$ cat config.mk
export PLATFORM = sky130hd
export DESIGN_NAME = vending_machine_param
export DESIGN_NICKNAME = d
export VERILOG_FILES = /design/src/rtl/vending_machine_param.sv
export SDC_FILE = /design/constraint.sdc
export NUM_CORES = 1
export LEC_CHECK = 0
export CAP_MARGIN = 20
export CORE_UTILIZATION = 48
export CTS_BUF_LIST = sky130_fd_sc_hd__clkbuf_16
export DETAILED_ROUTE_END_ITERATION = 6
export PLACE_DENSITY_LB_ADDON = 0.1
export RECOVER_POWER = 100
export SETUP_SLACK_MARGIN = 0.5
export SYNTH_ARGS = -nofsm -noshare
export SYNTH_HDL_FRONTEND = slang
export SYNTH_SLANG_ARGS = --single-unit
$ cat constraint.sdc
create_clock -name clk -period 4 [get_ports clk]
set_input_delay 0.8 -clock clk [delete_from_list [all_inputs] [get_ports clk]]
set_output_delay 0.8 -clock clk [all_outputs]
set_load 0.005 [all_outputs]
$ cat src/rtl/vending_machine_param.sv
// ---------------------------------------------------------------------------
// vending_machine_param
//
// Purpose:
//   Parametrised vending controller. Accumulates coins into a running credit
//   register, serves NUM_PROD products priced from the PRICES table, and
//   returns change as a count of 10rs units. Supports cancel/refund and
//   rejects coins that would push the credit above MAX_CREDIT.
//   Sits between the coin acceptor front end and the dispense/change
//   actuators. Every output is driven straight from a register.
//
// Ports:
//   clk          in   rising-edge clock
//   rst          in   synchronous active-high reset
//   coin_valid   in   coin present this cycle
//   coin[2:0]    in   coin code 001..101 = 1..5 units; 000/110/111 are invalid
//   sel_valid    in   product selection strobe
//   sel          in   product index (SEL_W bits)
//   cancel       in   refund request
//   vend         out  one-cycle dispense pulse
//   vend_id      out  product being dispensed (0 when vend=0)
//   change_valid out  one-cycle change pulse
//   change       out  change in units (0 when change_valid=0)
//   credit       out  current credit in units
//   busy         out  high during the VEND/REFUND cycle; inputs are ignored
//   coin_reject  out  one-cycle pulse: the coin was not accepted
//   sel_deny     out  one-cycle pulse: the selection was refused
// ---------------------------------------------------------------------------
module vending_machine_param #(
    parameter int NUM_PROD   = 4,
    parameter int SEL_W      = 2,
    parameter int CREDIT_W   = 8,
    parameter logic [NUM_PROD*CREDIT_W-1:0] PRICES = {8'd4, 8'd3, 8'd2, 8'd1},
    parameter int MAX_CREDIT = 15
) (
    input  logic                clk,
    input  logic                rst,
    input  logic                coin_valid,
    input  logic [2:0]          coin,
    input  logic                sel_valid,
    input  logic [SEL_W-1:0]    sel,
    input  logic                cancel,
    output logic                vend,
    output logic [SEL_W-1:0]    vend_id,
    output logic                change_valid,
    output logic [CREDIT_W-1:0] change,
    output logic [CREDIT_W-1:0] credit,
    output logic                busy,
    output logic                coin_reject,
    output logic                sel_deny
);

    localparam int             LP_SLOTS = 2 ** SEL_W;
    localparam logic [CREDIT_W:0] LP_MAX = (CREDIT_W + 1)'(MAX_CREDIT);

    typedef enum logic [1:0] {
        S_IDLE    = 2'd0,
        S_COLLECT = 2'd1,
        S_VEND    = 2'd2,
        S_REFUND  = 2'd3
    } state_t;

    state_t              r_state;
    state_t              w_state_next;
    logic [CREDIT_W-1:0] r_credit,       w_credit_next;
    logic                r_vend,         w_vend_next;
    logic [SEL_W-1:0]    r_vend_id,      w_vend_id_next;
    logic                r_change_valid, w_change_valid_next;
    logic [CREDIT_W-1:0] r_change,       w_change_next;
    logic                r_busy,         w_busy_next;
    logic                r_coin_reject,  w_coin_reject_next;
    logic                r_sel_deny,     w_sel_deny_next;

    // Price table expanded to every encodable sel value. Slots beyond
    // NUM_PROD are flagged out of range so sel never indexes past PRICES.
    logic [CREDIT_W-1:0] w_price_tbl [LP_SLOTS];
    logic [LP_SLOTS-1:0] w_in_range;

    generate
        for (genvar gi = 0; gi < LP_SLOTS; gi++) begin : g_price
            if (gi < NUM_PROD) begin : g_real
                assign w_price_tbl[gi] = PRICES[gi*CREDIT_W +: CREDIT_W];
                assign w_in_range[gi]  = 1'b1;
            end else begin : g_unused
                assign w_price_tbl[gi] = '0;
                assign w_in_range[gi]  = 1'b0;
            end
        end
    endgenerate

    // Coin decode: value in units plus a validity flag.
    logic [CREDIT_W:0] w_coin_val;
    logic              w_coin_ok;

    always_comb begin
        w_coin_val = '0;
        w_coin_ok  = 1'b1;
        case (coin)
            3'b001:  w_coin_val = (CREDIT_W + 1)'(1);
            3'b010:  w_coin_val = (CREDIT_W + 1)'(2);
            3'b011:  w_coin_val = (CREDIT_W + 1)'(3);
            3'b100:  w_coin_val = (CREDIT_W + 1)'(4);
            3'b101:  w_coin_val = (CREDIT_W + 1)'(5);
            default: w_coin_ok  = 1'b0;
        endcase
    end

    // One extra bit on the sum so an over-credit coin can never wrap round
    // into a small, seemingly acceptable value.
    logic [CREDIT_W:0]   w_sum;
    logic [CREDIT_W-1:0] w_price;
    logic                w_sel_ok;

    assign w_sum    = {1'b0, r_credit} + w_coin_val;
    assign w_price  = w_price_tbl[sel];
    assign w_sel_ok = w_in_range[sel] && (r_credit >= w_price);

    always_comb begin
        w_state_next        = r_state;
        w_credit_next       = r_credit;
        w_vend_next         = 1'b0;
        w_vend_id_next      = '0;
        w_change_valid_next = 1'b0;
        w_change_next       = '0;
        w_busy_next         = 1'b0;
        w_coin_reject_next  = 1'b0;
        w_sel_deny_next     = 1'b0;

        case (r_state)
            S_VEND, S_REFUND: begin
                // Single busy cycle; anything presented now is dropped.
                w_state_next  = S_IDLE;
                w_credit_next = '0;
            end
            default: begin
                // cancel outranks the other inputs even when it has nothing
                // to refund, so a same-cycle sel/coin is still dropped.
                if (cancel) begin
                    if (r_credit != '0) begin
                        w_state_next        = S_REFUND;
                        w_change_valid_next = 1'b1;
                        w_change_next       = r_credit;
                        w_credit_next       = '0;
                        w_busy_next         = 1'b1;
                    end
                end else if (sel_valid) begin
                    if (w_sel_ok) begin
                        w_state_next        = S_VEND;
                        w_vend_next         = 1'b1;
                        w_vend_id_next      = sel;
                        w_change_valid_next = 1'b1;
                        w_change_next       = r_credit - w_price;
                        w_credit_next       = '0;
                        w_busy_next         = 1'b1;
                    end else begin
                        w_sel_deny_next = 1'b1;
                    end
                end else if (coin_valid) begin
                    if (!w_coin_ok || (w_sum > LP_MAX)) begin
                        w_coin_reject_next = 1'b1;
                    end else begin
                        w_credit_next = w_sum[CREDIT_W-1:0];
                        w_state_next  = S_COLLECT;
                    end
                end
            end
        endcase
    end

    always_ff @(posedge clk) begin
        if (rst) begin
            r_state        <= S_IDLE;
            r_credit       <= '0;
            r_vend         <= 1'b0;
            r_vend_id      <= '0;
            r_change_valid <= 1'b0;
            r_change       <= '0;
            r_busy         <= 1'b0;
            r_coin_reject  <= 1'b0;
            r_sel_deny     <= 1'b0;
        end else begin
            r_state        <= w_state_next;
            r_credit       <= w_credit_next;
            r_vend         <= w_vend_next;
            r_vend_id      <= w_vend_id_next;
            r_change_valid <= w_change_valid_next;
            r_change       <= w_change_next;
            r_busy         <= w_busy_next;
            r_coin_reject  <= w_coin_reject_next;
            r_sel_deny     <= w_sel_deny_next;
        end
    end

    assign vend         = r_vend;
    assign vend_id      = r_vend_id;
    assign change_valid = r_change_valid;
    assign change       = r_change;
    assign credit       = r_credit;
    assign busy         = r_busy;
    assign coin_reject  = r_coin_reject;
    assign sel_deny     = r_sel_deny;

endmodule

==> results <==
[cell usage in the layout (no fill, tap or decap), types with 2 or more instances in the layout]
| master | count |
|---|---|
| sky130_fd_sc_hd__dlygate4sd3_1 | 24 |
| sky130_fd_sc_hd__dfxtp_1 | 23 |
| sky130_fd_sc_hd__nor2_1 | 13 |
| sky130_fd_sc_hd__nand2_1 | 10 |
| sky130_fd_sc_hd__inv_1 | 7 |
| sky130_fd_sc_hd__ha_1 | 7 |
| sky130_fd_sc_hd__clkdlybuf4s50_1 | 7 |
| sky130_fd_sc_hd__nor3_1 | 6 |
| sky130_fd_sc_hd__nand3_1 | 5 |
| sky130_fd_sc_hd__nand2b_1 | 5 |
| sky130_fd_sc_hd__xor2_1 | 5 |
| sky130_fd_sc_hd__a21oi_1 | 4 |
| sky130_fd_sc_hd__or3_1 | 4 |
| sky130_fd_sc_hd__o21ai_0 | 4 |
| sky130_fd_sc_hd__buf_4 | 4 |
| sky130_fd_sc_hd__nor2_2 | 3 |
| sky130_fd_sc_hd__and3_1 | 3 |
| sky130_fd_sc_hd__a22o_2 | 3 |
| sky130_fd_sc_hd__clkbuf_16 | 3 |
| sky130_fd_sc_hd__a211o_1 | 2 |
| sky130_fd_sc_hd__a21o_1 | 2 |
| sky130_fd_sc_hd__nor4_1 | 2 |
| sky130_fd_sc_hd__nand4_1 | 2 |
| sky130_fd_sc_hd__nor2b_1 | 2 |
| sky130_fd_sc_hd__and2_0 | 2 |
| sky130_fd_sc_hd__and2_1 | 2 |
| sky130_fd_sc_hd__fa_1 | 2 |
[final cells by class]
class / instances / share of cell area
clock buffer: 3 / 0.0431
clock inverter: 1 / 0.00287
inverter: 8 / 0.0172
multi-input combinational: 107 / 0.447
sequential: 23 / 0.264
tap: 30 / 0.0215
timing repair buffer: 37 / 0.205
[critical path: stages]
cell	delay (ps)
sky130_fd_sc_hd__clkdlybuf4s50_1	500
sky130_fd_sc_hd__inv_2	60
sky130_fd_sc_hd__ha_4	270
sky130_fd_sc_hd__nor2_2	40
sky130_fd_sc_hd__o21a_1	190
sky130_fd_sc_hd__ha_2	180
sky130_fd_sc_hd__fa_1	430
sky130_fd_sc_hd__a21oi_4	180
sky130_fd_sc_hd__or3_1	150
sky130_fd_sc_hd__nand4_1	140
sky130_fd_sc_hd__clkbuf_4	180
sky130_fd_sc_hd__a21oi_1	280
sky130_fd_sc_hd__and3_1	290
sky130_fd_sc_hd__a22o_2	160
[repair_timing]
action,CTS,global route
setup endpoints to repair,8,7
gates resized for setup,5,8
pin swaps,5,9
endpoints found under the hold margin,0,0
buffers inserted,2,2
cloned,0,0
[how the worst max path moves through the flow]
stage | start | slack, ps | to
after floorplan | coin[1] | 780 | credit[1]$_SDFFE_PP0P_
after global placement | coin[2] | 210 | credit[2]$_SDFFE_PP0P_
after CTS | coin[1] | 500 | credit[0]$_SDFFE_PP0P_
after detailed placement | coin[2] | 60 | credit[0]$_SDFFE_PP0P_
final | coin[1] | 370 | credit[0]$_SDFFE_PP0P_
after global routing | coin[1] | 250 | credit[0]$_SDFFE_PP0P_
[logic make-up after synthesis]
| kind of cell | after synthesis |
|---|---|
| simple gates | 64 |
| compound gates | 26 |
| flops | 23 |
| buf+inv | 15 |
| xor+xnor | 6 |
| fa+ha+maj | 11 |
[power breakdown]
part           leakage, nW  total (mW)  switching [mW]  internal, mW
Sequential           0.187       0.238         0.00267         0.236
Clock               0.0409       0.217          0.0827         0.134
Combinational        0.582      0.0870          0.0449        0.0422
Total                0.809       0.543           0.130         0.412
[through the flow]
stage / hold slack, ps / cells / setup slack, ps
finish: 611 / 209 / 365
floorplan: 525 / 145 / 785
CTS: 605 / 207 / 505
global placement: 581 / 201 / 211
detailed placement: 583 / 201 / 59.0
global route: 640 / 209 / 251
[metal layers]
| metal | share of wire | track usage |
|---|---|---|
| met5 | 0 | 0 |
| met2 | 0.51 | 0.372 |
| met4 | 0.018 | 0.0965 |
| met3 | 0.050 | 0.0565 |
| met1 | 0.42 | 0.303 |
[registers in the layout (all words and copies together), names as in the netlist]
name,flops
sel_deny,1
vend,1
credit,8
vend_id,2
busy,1
r_state,1
coin_reject,1
change,8
==> impl_summary.txt <==
----------------------------------------------------
[Status]
  Result of the run ... finished clean

[Power]
  Leakage power ... 0.809 nW
  Total power per unit cell area ... 311 nW/um^2
  Worst vdd ir ... 0.304 mV
  Tot Pwr ... 0.543 mW

[Synthesis]
  Count of cell types in the netlist ... 41
  Share of synthesized cell area in full adder, half adder and majority cells ... 0.119
  Most numerous cell in the Yosys netlist ... sky130_fd_sc_hd__dfxtp_1
  Synth warn ... 0
  Share of cell area taken by muxes after synthesis ... 0
  Post-synth EDFFs ... 0
  Sequential cell area fraction in the yosys report ... 0.359
  Primary flip-flop cell chosen by synthesis mapping ... sky130_fd_sc_hd__dfxtp_1
  FFs w/ async S/R, synth ... 0
  Most frequent cells after synthesis ... sky130_fd_sc_hd__dfxtp_1, sky130_fd_sc_hd__nor2_1, sky130_fd_sc_hd__nand2_1
  Syn nets ... 166
  Cell Area, Synth ... 1280 sq um
  Post-synthesis compound-gate area fraction ... 0.160
  Cell type with the highest aggregate area in the netlist ... sky130_fd_sc_hd__dfxtp_1
  Dominant combinational cell family by area after synthesis ... simple AND/OR/NAND/NOR gates
  Leading post-synthesis cells by cell area ... sky130_fd_sc_hd__dfxtp_1, sky130_fd_sc_hd__ha_1, sky130_fd_sc_hd__nor2_1, sky130_fd_sc_hd__xor2_1, sky130_fd_sc_hd__fa_1
  Cells after synthesis ... 145
  XOR/XNOR Fraction of Synth Area ... 0.0409
  Simple logic cell fraction of the synthesized area ... 0.260
  Mean area per synthesized cell ... 8.85 sq um
  Seq cells post-synth ... 23
  Fraction of synthesized cell area taken by the top area cell type ... 0.359

[GRT]
  Pin count of the biggest net entering global routing ... 14
  Wire length of the first global-routing pass ... 4.76 mm
  Overflow left after global routing ... 0
  Number of global-route vias before repair ... 1,047
  Initial antenna violation count ... 0
  Global-route usage over all layers ... 0.235

[Placement]
  Post-detailed-placement cell area ... 1600 sq um
  Final estimated routing congestion in global placement ... 0.834
  Placed wire-length estimate ... 2.19 mm
  Port Buffer Count ... 32

[STA]
  Final worst path period share ... 0.909
  Final Hold Violating Endpoints ... 0
  Transition time of the tightest slew-check pin ... 477 ps
  Max_slew headroom ... 0.682
  Highest clock frequency the design can meet ... 275 MHz
  Aggregate negative setup slack ... 0 ps
  Final Max Tran Viols ... 0
  Final setup viols ... 0
  RSZ-0062 raised after global routing ... no
  Minimum clock period after layout ... 3630 ps
  Fin Clk Skew ... 1.74 ps

[Routing]
  Detail-routed net length per standard cell ... 15.4 um
  Number of design rule violations left after detail routing ... 0
  Total wirelength of the detailed-routed design ... 3.21 mm
  Via density ... 5.56
  Count of routing violations after the opening detailed-route iteration ... 13
  1st-pass router iterations ... 4
  Via Count ... 1,163
  Antenna Violating Nets Remaining ... 0

[Floorplan]
  DIE AREA ... 2890 sq um
  Width of the chip ... 53.7 um
  Cell Rows ... 18
  Placeable core region ... 2500 sq um
  Y dimension of the die ... 53.7 um
  Io pins ... 33
  Initial cell density of the core ... 0.514

[Hold path]
  Worst Hold Path EP ... credit[5]$_SDFFE_PP0P_
  Instance count along the most critical hold path ... 1
  Hold wc startpoint ... credit[5]$_SDFFE_PP0P_
  Classification of the worst-slack hold path ... reg -> reg

[Cells and area]
  End-of-flow core utilization ... 0.697
  Combined flip-flop and latch cell area ... 460 sq um
  Net total in the final layout ... 201
  Design Area, Final ... 1740 sq um
  Multi-input combinational cell area ... 778 sq um
  Diode insertion count for antenna repair ... 0
  Fill cell total of the finished layout ... 192
  Share of cells above drive strength 1 ... 0.128
  Syn-to-layout area delta ... 35.8%

[Clock network]
  H-Tree Level Count ... 1
  Num CTS Buffers ... 3
  TritonCTS clock tree ... built
  Number of sinks driven by the clock tree ... 23
  Count of hold buffers inserted by post-cts repair ... 0
  Clock Tree Buf Depth ... 2
  Latest clock arrival within the worst-skew pair ... 260 ps
  Cell at the root of the clock tree ... sky130_fd_sc_hd__clkbuf_16
  Clock slew seen by the registers of the worst setup and hold paths ... 60 ps

[Worst setup path]
  Destination of the worst register-to-register timing path ... credit[0]$_SDFFE_PP0P_
  Worst EP required ... 4200 ps
  Crit path kind ... in -> reg
  Highest net fanout along the worst path ... 4
  Worst R2R Path Depth ... 10
  Capturing element type of the critical path ... flop
  R2r startpoint ... credit[0]$_SDFFE_PP0P_
  Data arrival at the endpoint of the critical path ... 3840 ps
  Setup slack, reg-to-reg ... 1380 ps
  CP startpoint kind ... input pin

[Job]
  Max-cap violation count ... 0

----------------------------------------------------
No activity file was read; power rests on OpenSTA's default activity.
